`src/rtl/regfile_wb.sv`:
```
// Architectural integer register file with a valid/ready write port, two bypassed
// combinational read ports and a post-reset sweep that clears x1..x(NREGS-1).
module regfile_wb #(
    parameter int unsigned XLEN  = 32,
    parameter int unsigned NREGS = 32,
    parameter int unsigned AW    = 5
) (
    input  logic            clk,
    input  logic            reset,
    input  logic            wr_valid,
    output logic            wr_ready,
    input  logic [AW-1:0]   wr_addr,
    input  logic [XLEN-1:0] wr_data,
    input  logic [AW-1:0]   rs1_addr,
    output logic [XLEN-1:0] rs1_data,
    input  logic [AW-1:0]   rs2_addr,
    output logic [XLEN-1:0] rs2_data,
    output logic            busy
);

    typedef enum logic [0:0] {StClear, StReady} state_e;

    localparam logic [AW-1:0] LastIdx = AW'(NREGS - 1);

    state_e          state_q, state_d;
    logic [AW-1:0]   cnt_q, cnt_d;

    // x0 is hardwired to zero, so storage starts at x1.
    logic [XLEN-1:0] regs_q [NREGS-1:1];

    logic            reg_we;
    logic [AW-1:0]   reg_waddr;
    logic [XLEN-1:0] reg_wdata;
    logic            wr_fire;

    assign wr_ready = (state_q == StReady) && !reset;
    assign busy     = !wr_ready;
    assign wr_fire  = wr_valid && wr_ready;

    always_comb begin
        state_d   = state_q;
        cnt_d     = cnt_q;
        reg_we    = 1'b0;
        reg_waddr = wr_addr;
        reg_wdata = wr_data;
        unique case (state_q)
            StClear: begin
                reg_we    = 1'b1;
                reg_waddr = cnt_q;
                reg_wdata = '0;
                if (cnt_q == LastIdx) begin
                    state_d = StReady;
                end else begin
                    cnt_d = cnt_q + AW'(1);
                end
            end
            StReady: begin
                reg_we = wr_fire && (wr_addr != '0);
            end
            default: begin
                state_d = StClear;
                cnt_d   = AW'(1);
            end
        endcase
    end

    always_ff @(posedge clk) begin
        if (reset) begin
            state_q <= StClear;
            cnt_q   <= AW'(1);
        end else begin
            state_q <= state_d;
            cnt_q   <= cnt_d;
            if (reg_we) begin
                regs_q[reg_waddr] <= reg_wdata;
            end
        end
    end

    // Reads are masked to zero until the sweep has made every register defined.
    always_comb begin
        rs1_data = '0;
        if (!busy && (rs1_addr != '0)) begin
            if (wr_fire && (wr_addr == rs1_addr)) begin
                rs1_data = wr_data;
            end else begin
                rs1_data = regs_q[rs1_addr];
            end
        end
    end

    always_comb begin
        rs2_data = '0;
        if (!busy && (rs2_addr != '0)) begin
            if (wr_fire && (wr_addr == rs2_addr)) begin
                rs2_data = wr_data;
            end else begin
                rs2_data = regs_q[rs2_addr];
            end
        end
    end

endmodule
```
`config.mk`:
```
export PLATFORM = sky130hd
export DESIGN_NAME = regfile_wb
export DESIGN_NICKNAME = d
export VERILOG_FILES = /design/src/rtl/regfile_wb.sv
export SDC_FILE = /design/constraint.sdc
export NUM_CORES = 1
export LEC_CHECK = 0
export CAP_MARGIN = 5
export CORE_MARGIN = 2
export CORE_UTILIZATION = 30
export DETAILED_ROUTE_END_ITERATION = 16
export PLACE_DENSITY = 0.53
export RECOVER_POWER = 25
export SLEW_MARGIN = 0
export SYNTH_ARGS = -nofsm -noshare
export SYNTH_HDL_FRONTEND = slang
export SYNTH_SLANG_ARGS = --single-unit
export TNS_END_PERCENT = 10
```
`constraint.sdc`:
```
create_clock -name clk -period 6.1 [get_ports clk]
set_clock_uncertainty 0.1 [all_clocks]
set_input_delay 1.22 -clock clk [delete_from_list [all_inputs] [get_ports clk]]
set_output_delay 1.22 -clock clk [all_outputs]
set_load 0.02 [all_outputs]
```
# Word level (Yosys, flattened, before mapping)
# Memories as Yosys holds them, arrays and structs flattened.
# Index checks and enable logic that the tools add are counted.
# Widths: inputs -> output; s select.
[totals]
word_cells = 34
reg_bits = 6
mem_bits_rw = 992
output_inout_bits = 66
in_bits = 50
mem_count = 1
[memory_table]
columns = ["name", "depth", "width", "rd", "rd_ports_with_merged_regs", "write_ports", "line_no", "text"]
rows = [
  ["regs_q", 31, 32, 2, 0, 1, "29", "logic [XLEN-1:0] regs_q [NREGS-1:1];"],
]
[op_classes]
bitwise = 2
n_reduce_logical = 13
mux = 12
n_eq_ne = 3
n_addsub = 1
[ops]
columns = ["op", "count"]
rows = [
  ["$mux 32", 5],
  ["$reduce_bool 5->1", 3],
  ["$eq 5x5->1", 2],
  ["$logic_and 1x1->1", 7],
  ["$add 5x1->5 const B", 1],
  ["$eq 5x5->1 const B", 1],
  ["$mux 1", 5],
  ["$mux 5", 1],
  ["$logic_not 1->1", 2],
  ["$not 1->1", 2],
  ["$pmux 1 s2", 1],
  ["$reduce_and 2->1", 1],
]

# Logic depth before layout (Yosys ltp)
[logic_depth]
ltp_word = 8
mapped_depth = 9

# Worst setup path after synthesis
# OpenSTA, ideal clock, no wires.
[synth_timing]
path_type = "input port to output port"
startpoint = "input reset"
endpoint = "output rs1_data[10]"
path_stages = 5
arrival_ps = 2949
path_slack_ps = 1831
required_time_ps = 4780
path_cell_list = "nor2b_1 inv_1 nor4b_2 clkbuf_1 a21o_1"
[synth_via]
elab_chain_cells = 6
elab_cells_between_ends = 7
cone_classes = "2 x mux; 5 x reduce/logical"
[synth_lines]
columns = ["element", "line_no", "text"]
rows = [
  ["from (decl)", "9", "input logic reset,"],
  ["$logic_not 1->1 (*)", "36", "assign wr_ready = (state_q == StReady) && !reset;"],
  ["$logic_and 1x1->1 (*)", "36", ""],
  ["$logic_and 1x1->1", "38", "assign wr_fire = wr_valid && wr_ready;"],
  ["$logic_and 1x1->1", "84", "if (wr_fire && (wr_addr == rs1_addr)) begin"],
  ["$mux 32", "84", ""],
  ["$mux 32 (*)", "83", "if (!busy && (rs1_addr != '0)) begin"],
  ["to (decl)", "15", "output logic [XLEN-1:0] rs1_data,"],
]
# Mark *: on every way between the ends. The rest lies on a longest branch, timed or not.

# Worst setup path in the final report
[layout_timing]
startpoint = "input reset"
endpoint = "output rs2_data[4]"
[layout_via]
elab_chain_cells = 6
elab_cells_between_ends = 7
cone_classes = "2 x mux; 5 x reduce/logical"
[layout_lines]
columns = ["element", "line_no", "text"]
rows = [
  ["$logic_not 1->1 (*)", "36", ""],
  ["$logic_and 1x1->1 (*)", "36", ""],
  ["$logic_and 1x1->1", "38", ""],
  ["$logic_and 1x1->1", "95", "if (wr_fire && (wr_addr == rs2_addr)) begin"],
  ["$mux 32", "95", ""],
  ["$mux 32 (*)", "94", "if (!busy && (rs2_addr != '0)) begin"],
  ["to (decl)", "17", "output logic [XLEN-1:0] rs2_data,"],
]
# Marks and branches as above.

==> summary.txt <==
FP Rows = 146
# fillers = 14.9k
Synthesized area per cell = 16.7 µm²
Worst R2R End = regs_q[11][8]
Via/cell ratio = 5.71
Initial Util = 30.2%
Tcrit/Tclk final = 100%
Chip width = 404 µm
Setup violators final = 0
Most used flip-flop cell after synthesis = edfxtp_1
DRC violations left = 0
Clock transition at the registers of the reported paths = 0.06 ns
Clock tree buffer depth = 3
Vias = 29.7k
Crit Path Class = input pin to output port
Post-synthesis sequential area ratio = 62.3%
Cell breakdown of the critical path = clkdlybuf4s50_1 -> nor2b_1 -> o41ai_1 -> a21o_2 -> a2111oi_0 -> a21o_1 -> clkdlybuf4s50_1
DR WL/cell = 32.0 µm
Setup crit start kind = input pin
Global-route wire length before repair = 232000 µm
DRT Pass-1 Iters = 6
Max_cap viols = 12
CP arrival = 4.78 ns
Crit path top cell by count = clkdlybuf4s50_1
Cells after Synth = 2881
Core Footprint = 159000 µm²
Multi-input combinational cell area = 17000 µm²
Final HPWL from detailed placement = 101000 µm
Pre-CTS setup slack = -0.00798 ns
1st-iter DRT viols = 3293
Post-Route WL = 166000 µm
Total Die Area = 163000 µm²
Final hold violations = 0
Max stage delay on crit path = 1.12 ns
GRT Total Usage = 20.0%
Largest net degree at the start of global routing = 84
Worst reg-to-reg path cell count = 6
Layout cells sized above 1 = 24.5%
Worst-Margin Slew = 3.35 ns
Tightest Hold Check Type = flip-flop to flip-flop
H-tree depth = 3
Post-synth EDFFs = 992
Fin nets = 3094
FF-to-FF setup slack = 0.54 ns
Post-synthesis instance area = 48000 µm²
Overflow after GRT = 0
Post-CTS repair timing setup buffer count = 0
Fin cells = 5202
Critical Path RT = 4.78 ns
Hold path endpoint = cnt_q[4]
Status = finished with violations
Max IR drop VDD = 216 µV
# port buffers = 115
ANT nets after route = 0
Hold path start = cnt_q[4]
Synth-to-layout area growth = 17.2%
Root buf cell = clkbuf_16
Async S/R FF share, synth = 0%
Hold Slack = 0.469 ns
Max Freq = 0.164 GHz
Final WS setup = 0.00282 ns
Pwr Density = 273 nW/µm²
I/O pin cnt = 116
Ant. Diodes = 0
CTS Sinks = 998
Die Ht = 404 µm
Register area = 29900 µm²
Fin crit period = 6.10 ns
Max Slew Vio Count = 374
CTS Buf Count = 103
Hold Crit Depth = 2
Crit Path Max Fanout = 24
RSZ-0062 raised after global routing = false
Leakage power = 18.6 nW
R2r startpoint = state_q
CP max stage cell = a2111oi_0
Library cells used by synthesis = 47
Initial antenna violation count = 6
Setup TNS = 0 ns
Placer Congestion = 0.814
FF+latch count, synth = 998
Clk_lat worst skew = 0.70 ns
Failing checks = capacitance limit, slew limit
CTS tree = done
Syn_nets = 2933
Placed cells = 5009
Max_slew headroom = -124%
Ys Warns = 0
Vias in the first global route = 30.0k
Element type at the critical path end = output port
[where the power goes]
part           leakage (nW)  switching [W]  internal, W  total, W
Clock                  1.68        0.00279      0.00379   0.00658
Sequential             8.82      0.0000257      0.00749   0.00751
Combinational          8.06       0.000753     0.000508   0.00126
Total                  18.6        0.00357       0.0118    0.0154
[sequential cells by signal, summed over array words and instances (netlist names)]
register,count
cnt_q,5
state_q,1
regs_q,992
[final cells by class]
class	count	share of cell area [%]
flip-flops and latches	998	53.1
multi-input cells	1631	30.3
inverters	6	0.0400
clock buffers	124	4.76
well taps	2072	4.61
repair buffers	302	5.71
clock inverters	69	1.45
[stage by stage]
step | power, W | instance area [µm²] | util, %
after CTS | 0.0154 | 56300 | 35.5
after floorplan | 0.00841 | 48000 | -
after detailed placement | 0.00892 | 52800 | 33.3
after global routing | 0.0157 | 56300 | 35.4
after global placement | 0.00892 | 52800 | 33.2
final | 0.0154 | 56300 | 35.4
[placed cells by master, fill, tap and decap left out, drive strengths merged, types with 9 or more instances in the layout]
cell type      netlist  layout
o221a               19      19
bufinv               0      15
clkbuf             126     126
nor2               106     106
mux2                85      85
clkdlybuf4s50        0     105
o21ai               23      23
a22oi              128     128
a21o                66      66
edfxtp             992     992
buf                120     194
a2bb2oi             45      45
a211oi              64      64
a2111oi             64      64
a21oi              177     177
a221oi              45      45
nand2               19      19
mux4               256     256
o22ai               19      19
clkinv               1      43
inv                  5       9
mux2i              430     430
and2                35      35
[worst max path at each step]
stage / end / cells after the start / slack (ns) / startpoint
finish: rs2_data[4] / 7 / 0.003 / reset
global route: rs2_data[4] / 7 / 0.03 / reset
CTS: rs2_data[4] / 7 / 0.09 / reset
detailed placement: rs2_data[8] / 7 / -0.008 / reset
global placement: rs2_data[5] / 7 / -0.28 / reset
floorplan: rs1_data[10] / 5 / 1.83 / reset
[synth_stat cells (all sizes together) (35+ instances only)]
cell type	number	area (µm²)
a2111oi	64	561
a211oi	64	480
a21o	66	495
a21oi	177	886
a221oi	45	394
a22oi	128	961
a2bb2oi	45	394
and2	35	219
buf	120	897
clkbuf	126	473
edfxtp	992	29800
mux2	85	957
mux2i	430	4300
mux4	256	5770
nor2	106	398
[critical path: cells and delay by family]
family,cells,cell delay [ns]
AND/OR/NAND/NOR,1,0.35
buffers and inverters,2,1.05
AO/OA/AOI/OAI,4,2.13
[cell families (layout without fill, tap and decap cells)]
group	count (synthesis)	after routing	synth area share (%)
compound gates	655	655	9.71
xor+xnor	13	13	0.237
fa+ha+maj	2	2	0.0521
buf+inv	252	501	2.90
flops	998	998	62.3
mux	771	771	23.0
simple gates	190	190	1.85
[metal layers]
layer	routed length [µm]	vias up	global-route usage, %
met5	13	-	0
met4	5140	2	6.62
met3	12300	240	3.49
met2	79600	1207	33.0
met1	69200	15900	26.7
li1	-	12400	-
[repair_timing]
item,in CTS,in global routing
pin swaps,0,0
endpoints found under the setup margin,1,1
cloned,0,0
endpoints found under the hold margin,0,0
hold buffers,0,0
resized for setup,1,1
Power figures use the tool's default switching activity.
